$ cat src/rtl/rom_word_fetch_arb_if.sv
// Request, response and ROM read-port signals for rom_word_fetch_arb.
// The slave modport is the arbiter's view; master is the requester/ROM side.
interface rom_word_fetch_arb_if #(
   parameter int ROM_ADDR_WD = 8,
   parameter int LEN_WD      = 4
);
   logic                   req0_vld;
   logic                   req0_rdy;
   logic [ROM_ADDR_WD-3:0] req0_waddr;
   logic [LEN_WD-1:0]      req0_len;
   logic                   req1_vld;
   logic                   req1_rdy;
   logic [ROM_ADDR_WD-3:0] req1_waddr;
   logic [LEN_WD-1:0]      req1_len;
   logic                   rsp0_vld;
   logic [31:0]            rsp0_data;
   logic                   rsp0_last;
   logic                   rsp0_err;
   logic                   rsp1_vld;
   logic [31:0]            rsp1_data;
   logic                   rsp1_last;
   logic                   rsp1_err;
   logic                   rom_rd_vld;
   logic [ROM_ADDR_WD-1:0] rom_rd_addr;
   logic [7:0]             rom_rd_data;
   logic                   rom_rd_data_out_vld;

   modport slave (
      input  req0_vld, req0_waddr, req0_len, req1_vld, req1_waddr, req1_len,
      input  rom_rd_data, rom_rd_data_out_vld,
      output req0_rdy, req1_rdy,
      output rsp0_vld, rsp0_data, rsp0_last, rsp0_err,
      output rsp1_vld, rsp1_data, rsp1_last, rsp1_err,
      output rom_rd_vld, rom_rd_addr
   );

   modport master (
      output req0_vld, req0_waddr, req0_len, req1_vld, req1_waddr, req1_len,
      output rom_rd_data, rom_rd_data_out_vld,
      input  req0_rdy, req1_rdy,
      input  rsp0_vld, rsp0_data, rsp0_last, rsp0_err,
      input  rsp1_vld, rsp1_data, rsp1_last, rsp1_err,
      input  rom_rd_vld, rom_rd_addr
   );
endinterface

$ cat src/rtl/rom_word_fetch_arb.sv
// Round-robin word-fetch arbiter for the byte-wide SVM coefficient ROM.
// Define SVM_ROM_FETCH_LITTLE_ENDIAN_EN for little-endian word assembly.
module rom_word_fetch_arb #(
   parameter int ROM_ADDR_WD = 8,
   parameter int ROM_DEPTH   = 124,
   parameter int LEN_WD      = 4
) (
   input logic                 clk,
   input logic                 reset_n,
   rom_word_fetch_arb_if.slave bus
);
   localparam int WA_WD  = ROM_ADDR_WD - 2;
   localparam int END_WD = ROM_ADDR_WD + LEN_WD + 1;

   localparam logic [1:0] IDLE  = 2'd0;
   localparam logic [1:0] CHECK = 2'd1;
   localparam logic [1:0] ISSUE = 2'd2;
   localparam logic [1:0] DRAIN = 2'd3;

   logic [1:0]        state;
   logic              last_gnt;
   logic              gnt_q;
   logic [WA_WD-1:0]  waddr_q;
   logic [LEN_WD-1:0] len_q;
   logic [LEN_WD-1:0] word_cnt;
   logic [1:0]        byte_cnt;
   logic [LEN_WD-1:0] cap_word;
   logic [1:0]        cap_byte;
   logic [23:0]       asm_q;
   logic              rsp_vld_q;
   logic              rsp_last_q;
   logic              rsp_err_q;
   logic              rsp_sel_q;
   logic [31:0]       rsp_data_q;

   logic              gnt0;
   logic              gnt1;
   logic              accept;
   logic              range_err;
   logic              issue_done;
   logic              capture;
   logic [END_WD-1:0] end_byte;
   logic [WA_WD-1:0]  word_addr;

   function automatic logic [23:0] shift_in(input logic [23:0] part, input logic [7:0] b);
`ifdef SVM_ROM_FETCH_LITTLE_ENDIAN_EN
      return {b, part[23:8]};
`else
      return {part[15:0], b};
`endif
   endfunction

   function automatic logic [31:0] assemble(input logic [23:0] part, input logic [7:0] b);
`ifdef SVM_ROM_FETCH_LITTLE_ENDIAN_EN
      return {b, part};
`else
      return {part, b};
`endif
   endfunction

   // On contention the requester not granted last wins; rdy never rises without vld.
   always_comb begin
      gnt0 = 1'b0;
      gnt1 = 1'b0;
      if (reset_n && state == IDLE) begin
         if (bus.req0_vld && (!bus.req1_vld || last_gnt)) gnt0 = 1'b1;
         else if (bus.req1_vld)                            gnt1 = 1'b1;
      end
   end

   assign bus.req0_rdy = gnt0;
   assign bus.req1_rdy = gnt1;
   assign accept       = gnt0 | gnt1;

   assign end_byte   = (END_WD'(waddr_q) + END_WD'(len_q) + END_WD'(1)) << 2;
   assign range_err  = end_byte > END_WD'(ROM_DEPTH);
   assign word_addr  = waddr_q + WA_WD'(word_cnt);
   assign issue_done = (byte_cnt == 2'd3) && (word_cnt == len_q);
   assign capture    = bus.rom_rd_data_out_vld && (state == ISSUE || state == DRAIN);

   assign bus.rom_rd_vld  = (state == ISSUE);
   assign bus.rom_rd_addr = (state == ISSUE) ? {word_addr, byte_cnt} : '0;

   assign bus.rsp0_vld  = rsp_vld_q  & ~rsp_sel_q;
   assign bus.rsp0_last = rsp_last_q & ~rsp_sel_q;
   assign bus.rsp0_err  = rsp_err_q  & ~rsp_sel_q;
   assign bus.rsp0_data = rsp_sel_q ? 32'h0 : rsp_data_q;
   assign bus.rsp1_vld  = rsp_vld_q  & rsp_sel_q;
   assign bus.rsp1_last = rsp_last_q & rsp_sel_q;
   assign bus.rsp1_err  = rsp_err_q  & rsp_sel_q;
   assign bus.rsp1_data = rsp_sel_q ? rsp_data_q : 32'h0;

   always_ff @(posedge clk) begin
      if (!reset_n) begin
         state      <= IDLE;
         last_gnt   <= 1'b1;
         gnt_q      <= 1'b0;
         waddr_q    <= '0;
         len_q      <= '0;
         word_cnt   <= '0;
         byte_cnt   <= '0;
         cap_word   <= '0;
         cap_byte   <= '0;
         asm_q      <= '0;
         rsp_vld_q  <= 1'b0;
         rsp_last_q <= 1'b0;
         rsp_err_q  <= 1'b0;
         rsp_sel_q  <= 1'b0;
         rsp_data_q <= '0;
      end else begin
         rsp_vld_q  <= 1'b0;
         rsp_last_q <= 1'b0;
         rsp_err_q  <= 1'b0;
         rsp_data_q <= '0;
         case (state)
            IDLE: begin
               if (accept) begin
                  waddr_q  <= gnt1 ? bus.req1_waddr : bus.req0_waddr;
                  len_q    <= gnt1 ? bus.req1_len   : bus.req0_len;
                  gnt_q    <= gnt1;
                  last_gnt <= gnt1;
                  word_cnt <= '0;
                  byte_cnt <= '0;
                  cap_word <= '0;
                  cap_byte <= '0;
                  asm_q    <= '0;
                  state    <= CHECK;
               end
            end
            CHECK: begin
               if (range_err) begin
                  rsp_vld_q  <= 1'b1;
                  rsp_last_q <= 1'b1;
                  rsp_err_q  <= 1'b1;
                  rsp_sel_q  <= gnt_q;
                  state      <= IDLE;
               end else begin
                  state <= ISSUE;
               end
            end
            ISSUE: begin
               byte_cnt <= byte_cnt + 2'd1;
               if (byte_cnt == 2'd3) word_cnt <= word_cnt + 1'b1;
               if (issue_done) state <= DRAIN;
            end
            DRAIN: begin
               if (rsp_vld_q && rsp_last_q) state <= IDLE;
            end
            default: state <= IDLE;
         endcase
         // The fourth byte goes straight into the response register so the word leaves one cycle after it lands.
         if (capture) begin
            cap_byte <= cap_byte + 2'd1;
            if (cap_byte == 2'd3) begin
               rsp_vld_q  <= 1'b1;
               rsp_data_q <= assemble(asm_q, bus.rom_rd_data);
               rsp_last_q <= (cap_word == len_q);
               rsp_sel_q  <= gnt_q;
               cap_word   <= cap_word + 1'b1;
               asm_q      <= '0;
            end else begin
               asm_q <= shift_in(asm_q, bus.rom_rd_data);
            end
         end
      end
   end
endmodule
$ cat src/flat_wrapper.sv
// flat-port wrapper written by rule: the top's interface ports become plain ports
module rom_word_fetch_arb_flat 
#(
   parameter int ROM_ADDR_WD = 8,
   parameter int ROM_DEPTH   = 124,
   parameter int LEN_WD      = 4
)
  (clk, reset_n, bus_req0_vld, bus_req0_waddr, bus_req0_len, bus_req1_vld, bus_req1_waddr, bus_req1_len, bus_rom_rd_data, bus_rom_rd_data_out_vld, bus_req0_rdy, bus_req1_rdy, bus_rsp0_vld, bus_rsp0_data, bus_rsp0_last, bus_rsp0_err, bus_rsp1_vld, bus_rsp1_data, bus_rsp1_last, bus_rsp1_err, bus_rom_rd_vld, bus_rom_rd_addr);
  rom_word_fetch_arb_if #(.ROM_ADDR_WD(ROM_ADDR_WD), .LEN_WD(LEN_WD)) bus_i ();
  input logic clk;
  input logic reset_n;
  input wire logic [$bits(bus_i.req0_vld)-1:0] bus_req0_vld;
  input wire logic [$bits(bus_i.req0_waddr)-1:0] bus_req0_waddr;
  input wire logic [$bits(bus_i.req0_len)-1:0] bus_req0_len;
  input wire logic [$bits(bus_i.req1_vld)-1:0] bus_req1_vld;
  input wire logic [$bits(bus_i.req1_waddr)-1:0] bus_req1_waddr;
  input wire logic [$bits(bus_i.req1_len)-1:0] bus_req1_len;
  input wire logic [$bits(bus_i.rom_rd_data)-1:0] bus_rom_rd_data;
  input wire logic [$bits(bus_i.rom_rd_data_out_vld)-1:0] bus_rom_rd_data_out_vld;
  output wire logic [$bits(bus_i.req0_rdy)-1:0] bus_req0_rdy;
  output wire logic [$bits(bus_i.req1_rdy)-1:0] bus_req1_rdy;
  output wire logic [$bits(bus_i.rsp0_vld)-1:0] bus_rsp0_vld;
  output wire logic [$bits(bus_i.rsp0_data)-1:0] bus_rsp0_data;
  output wire logic [$bits(bus_i.rsp0_last)-1:0] bus_rsp0_last;
  output wire logic [$bits(bus_i.rsp0_err)-1:0] bus_rsp0_err;
  output wire logic [$bits(bus_i.rsp1_vld)-1:0] bus_rsp1_vld;
  output wire logic [$bits(bus_i.rsp1_data)-1:0] bus_rsp1_data;
  output wire logic [$bits(bus_i.rsp1_last)-1:0] bus_rsp1_last;
  output wire logic [$bits(bus_i.rsp1_err)-1:0] bus_rsp1_err;
  output wire logic [$bits(bus_i.rom_rd_vld)-1:0] bus_rom_rd_vld;
  output wire logic [$bits(bus_i.rom_rd_addr)-1:0] bus_rom_rd_addr;
  assign bus_i.req0_vld = bus_req0_vld;
  assign bus_i.req0_waddr = bus_req0_waddr;
  assign bus_i.req0_len = bus_req0_len;
  assign bus_i.req1_vld = bus_req1_vld;
  assign bus_i.req1_waddr = bus_req1_waddr;
  assign bus_i.req1_len = bus_req1_len;
  assign bus_i.rom_rd_data = bus_rom_rd_data;
  assign bus_i.rom_rd_data_out_vld = bus_rom_rd_data_out_vld;
  assign bus_req0_rdy = bus_i.req0_rdy;
  assign bus_req1_rdy = bus_i.req1_rdy;
  assign bus_rsp0_vld = bus_i.rsp0_vld;
  assign bus_rsp0_data = bus_i.rsp0_data;
  assign bus_rsp0_last = bus_i.rsp0_last;
  assign bus_rsp0_err = bus_i.rsp0_err;
  assign bus_rsp1_vld = bus_i.rsp1_vld;
  assign bus_rsp1_data = bus_i.rsp1_data;
  assign bus_rsp1_last = bus_i.rsp1_last;
  assign bus_rsp1_err = bus_i.rsp1_err;
  assign bus_rom_rd_vld = bus_i.rom_rd_vld;
  assign bus_rom_rd_addr = bus_i.rom_rd_addr;
  rom_word_fetch_arb #(.ROM_ADDR_WD(ROM_ADDR_WD), .ROM_DEPTH(ROM_DEPTH), .LEN_WD(LEN_WD)) u_core (.clk(clk), .reset_n(reset_n), .bus(bus_i));
endmodule
$ cat config.mk
export PLATFORM = sky130hd
export DESIGN_NAME = rom_word_fetch_arb_flat
export DESIGN_NICKNAME = d
export VERILOG_FILES = /design/src/rtl/rom_word_fetch_arb_if.sv /design/src/rtl/rom_word_fetch_arb.sv /design/src/flat_wrapper.sv
export SDC_FILE = /design/constraint.sdc
export NUM_CORES = 1
export LEC_CHECK = 0
export BUFFER_PORTS_ARGS = -buffer_cell sky130_fd_sc_hd__clkbuf_2
export CAP_MARGIN = 5
export CORE_ASPECT_RATIO = 0.8
export CORE_MARGIN = 4
export CORE_UTILIZATION = 48
export CTS_CLUSTER_DIAMETER = 100
export DETAILED_ROUTE_END_ITERATION = 10
export PLACE_DENSITY = 0.85
export SLEW_MARGIN = 10
export SYNTH_ARGS = -nofsm -noshare
export SYNTH_HDL_FRONTEND = slang
export SYNTH_SLANG_ARGS = --single-unit
$ cat constraint.sdc
create_clock -name clk -period 2.8 [get_ports clk]
set_input_delay 0.7 -clock clk [delete_from_list [all_inputs] [get_ports clk]]
set_output_delay 0.7 -clock clk [all_outputs]
set_load 0.02 [all_outputs]
# Yosys cells after proc, flatten, opt, wreduce, memory -nomap -nowiden
# Index checks and enable logic that the tools add are counted.
# op_classes
bitwise_logic,8
eq_ne,11
n_reduce_logical,18
muxes,40
magnitude_cmp,1
n_addsub,7
# ops
op,count
$mux 24,4
$mux 32,2
$mux 4,7
$mux 1,15
$mux 2,7
$gt 13x7->1 const B,1
$add 11x1->11 const B,1
$reduce_and 3->1,3
$add 4x1->4 const B,2
$eq 2x2->1 const B,4
$eq 4x4->1,2
$mux 8,1
$pmux 2 s4,1
$pmux 4 s2,1
$add 6x4->7,1
$add 6x4->6,1
$and 1x1->1,6
$mux 6,1
$ne 2x1->1 const B,3
$reduce_and 2->1,3
$reduce_bool 2->1,3
$logic_and 1x1->1,5
$add 2x1->2 const B,2
$pmux 2 s2,1
other kinds (7),8
# word_totals
output_inout_bits,81
ff_bits,86
elab_cells,100
in_bits,33

# Depth between registers and ports, before layout
# logic_depth
depth_word,10
depth_mapped,9

# Worst setup path before layout
# No wires, ideal clock.
# synth_path
path_kind,register to register
startpoint,register u_core.len_q[0]
endpoint,register u_core.rsp_vld_q
stages_incl_launch_ff,10
setup_time_ps,116
required_ps,2684
period_less_slack_ps,2520
slack_ps,280
n_path_buf,0
arrival_time_ps,2403
path_cell_list,dfxtp_1 > ha_1 > fa_1 > ha_1 > xor3_1 > nand3_1 > a221o_1 > a21oi_1 > or2_1 > a31o_2
# synth_between
elab_chain_cells,7
# synth_rtl
item,line_no,rtl
from (decl),rom_word_fetch_arb.sv:24,logic [LEN_WD-1:0] len_q;
from (signal assigned),rom_word_fetch_arb.sv:119,len_q <= gnt1 ? bus.req1_len : bus.req0_len;
$add 6x4->7 *,rom_word_fetch_arb.sv:75,assign end_byte = (END_WD'(waddr_q) + END_WD'(len_q) + END_WD'(1)) << 2;
$add 11x1->11 *,rom_word_fetch_arb.sv:75,
$gt 13x7->1 *,rom_word_fetch_arb.sv:76,assign range_err = end_byte > END_WD'(ROM_DEPTH);
$mux 1 *,rom_word_fetch_arb.sv:131,if (range_err) begin
$mux 1 *,--,
$mux 1,rom_word_fetch_arb.sv:154,if (cap_byte == 2'd3) begin
$mux 1 *,rom_word_fetch_arb.sv:152,if (capture) begin
to (signal assigned),rom_word_fetch_arb.sv:111,rsp_vld_q <= 1'b0;
to (signal assigned),rom_word_fetch_arb.sv:132,rsp_vld_q <= 1'b1;
to (signal assigned),rom_word_fetch_arb.sv:155,rsp_vld_q <= 1'b1;
to (decl),rom_word_fetch_arb.sv:30,logic rsp_vld_q;
# Every way passes the cells marked *; elsewhere a longest branch is shown, timed or not.
# A chain may end at the register's enable or synchronous reset.

# Final worst setup path
# layout_path
startpoint,register u_core.word_cnt[0]
endpoint,output port bus_rom_rd_addr[6]
# layout_between
elab_chain_cells,2
# layout_rtl
item,line_no,rtl
from (decl),rom_word_fetch_arb.sv:25,logic [LEN_WD-1:0] word_cnt;
from (signal assigned),rom_word_fetch_arb.sv:143,if (byte_cnt == 2'd3) word_cnt <= word_cnt + 1'b1;
$add 6x4->6,rom_word_fetch_arb.sv:77,assign word_addr = waddr_q + WA_WD'(word_cnt);
$mux 8,rom_word_fetch_arb.sv:82,"assign bus.rom_rd_addr = (state == ISSUE) ? {word_addr, byte_cnt} : '0;"
to (decl),flat_wrapper.sv:31,output wire logic [$bits(bus_i.rom_rd_addr)-1:0] bus_rom_rd_addr;
# No other way between the ends.

==> results.ini <==
[detailed_routing]
drt-initial-drc-count = 235
viasPerCell = 5.283
ant_nets = 0
vias = 3545
post_drt_wl_per_cell_um = 14.35
drt_first_pass_iters = 5
drt_wl_total_um = 9629
detail_route.drc_violations = 0

[logic_synthesis]
synth_ff_type = dfxtp_1
ys_types = 45
synth_top_cell_area_share_pct = 42.20
netlist_area_um2 = 4080
synth_area_leaders = dfxtp_1, nor2b_1, and2_1
synth.avg_cell_area_um2 = 9.027
synth-edff-count = 0
syn-num-nets = 501
yosysSeqAreaShare_pct = 42.20
synth_cells = 452
yosysWarnings = 0
synth_seq_cells = 86
yosysTopAreaCell = dfxtp_1
async_reset_ff_share_pct = 0

[global_routing]
grtUsageTotal_pct = 19.21
grt_pass1_wl_um = 16150
grt_pass1_vias = 3351
grt_antenna_before_repair = 0
grt_overflow_total = 0
grt_max_degree = 81

[critical_path]
cp-start-kind = flop
path_class = reg2out
cp-end-kind = output port
required_ps = 2100
critPathArrivalTime_ps = 2020
r2r-start = u_core.waddr_q[0]
crit_start = u_core.word_cnt[0]
crit_fanout = 5

[sta]
layout_min_cycle_time_ps = 2720
hold_viol_final = 0
skew_ps = 12.04
period_share_pct = 97.14
drv_slew = 0
max_freq_ghz = 0.3677
tightest_slew_ps = 580.9
grt_setup_unrepaired = yes
finalWorstSetupSlack_ps = 80.17
slew_headroom_pct = 61.28
setup_viol = 0

[floorplanning]
core-area_um2 = 8092
die_w_um = 111.1
start_util_pct = 50.43
num_rows = 29
io_pins = 114
die_y_um = 90.47
fp.dieArea_um2 = 10050

[finish]
fin_util_pct = 61.17
n_antenna_cell = 0
drive_gt1_share_pct = 27.35
fin_nets = 607
final_cell_mix = clkbuf_2, dfxtp_1, nor2b_1
area_growth_pct = 21.31
final_common_cell = clkbuf_2
fillers = 702

[job]
drv_cap = 0

[placed_design]
port_buffers = 113
hpwl_um = 7305
gp_congestion = 0.8845
dp_slack_ps = 93.06

[clocking]
clk_pin_slew_ps = 90
root_buffer = clkbuf_8
cts.sinks = 86
cts_tree = built
clk_latency_ps = 350
cts_setup_buffers = 0
cts-buffers-inserted = 9
cts_max_level = 3
clk_path_buf_depth = 2
post_cts_resize_count = 2
holdBufCountCts = 0

[power]
p_per_area_nw_per_um2 = 529.9
power.leakage_nw = 2.367
total_power_mw = 2.623
ir_worst_vdd_mv = 0.2540

[hold_path]
min_from = u_core.asm_q[18]
min_path_type = reg2reg

[run_status]
status = complete, no violations

==> per-layer routing <==
layer	vias up	global-route usage, %	wire [um]
met5	-	0	0
met1	1656	24.46	4212
met2	98	31.46	4696
met3	12	5.425	549
met4	0	6.484	172
li1	1779	-	-
==> cell type report <==
cell class | instances | area [um^2] | area share (%)
Clock buffer | 9 | 123.9 | 2.503
Clock inverter | 7 | 55.05 | 1.112
Inverter | 5 | 18.77 | 0.3792
Multi-Input combinational cell | 332 | 2228 | 45.02
Sequential cell | 86 | 1728 | 34.91
Tap cell | 108 | 135.1 | 2.730
Timing Repair Buffer | 124 | 660.6 | 13.35
==> sequential cells by signal, indices dropped and copies added, names as in the netlist, 2 cells and up, named ones only <==
signal	cells
u_core.word_cnt	4
u_core.cap_byte	2
u_core.waddr_q	6
u_core.len_q	4
u_core.asm_q	24
u_core.cap_word	4
u_core.rsp_data_q	32
u_core.byte_cnt	2
==> where the power goes <==
| group | switching [mW] | leakage (nW) | internal (mW) |
|---|---|---|---|
| Combinational | 0.306 | 1.58 | 0.200 |
| Sequential | 0.0557 | 0.697 | 1.27 |
| Clock | 0.459 | 0.0866 | 0.331 |
| Total | 0.820 | 2.37 | 1.80 |
==> cell families after synthesis <==
kind of cell    synth area share, %
compound gates                15.88
xor+xnor                      4.017
fa+ha+maj                     5.275
buf+inv                       3.342
flops                         42.20
mux                          0.2453
simple gates                  29.04
==> cell usage after synthesis (all sizes together) (2+ instances only) <==
master,n
a211oi,3
a21boi,14
a21o,2
a21oi,15
a22oi,34
a31o,2
and2,42
and3,35
buf,3
clkbuf,26
dfxtp,86
fa,2
ha,14
inv,4
nand2,25
nand3,14
nor2,14
nor2b,64
nor3,5
o211ai,2
o21a,3
o21ai,7
or2,3
or3,2
xnor2,6
xor2,10
==> path summary, 6_finish.rpt <==
path,end,slack (ps),depth (start not counted)
worst max-delay path,bus_rom_rd_addr[6],80,7
worst min-delay path,u_core.rsp_data_q[26],490,1
worst max register to register,u_core.rsp_vld_q,150,9
worst min register to register,u_core.rsp_data_q[26],490,1
==> worst max-delay path, stage by stage (launching register included) <==
cell	delay, ps
dfxtp_2	360
ha_1	230
fa_1	410
a21o_1	190
a21oi_2	150
xnor2_1	120
nor2_1	50
clkbuf_2	170
==> through the flow <==
| stage | hold WS, ps | area [um^2] | setup TNS, ps | instances |
|---|---|---|---|---|
| 6_report | 485.3 | 4950 | 0 | 671 |
| 3_5_place_dp | 469.1 | 4760 | 0 | 655 |
| 4_1_cts | 485.0 | 4941 | 0 | 671 |
| 3_3_place_gp | 457.8 | 4760 | 0 | 655 |
| 2_1_floorplan | 438.1 | 4080 | 0 | 452 |
| 5_1_grt | 504.6 | 4950 | -64.60 | 671 |
Note: power is estimated with default switching activity, not from simulation.
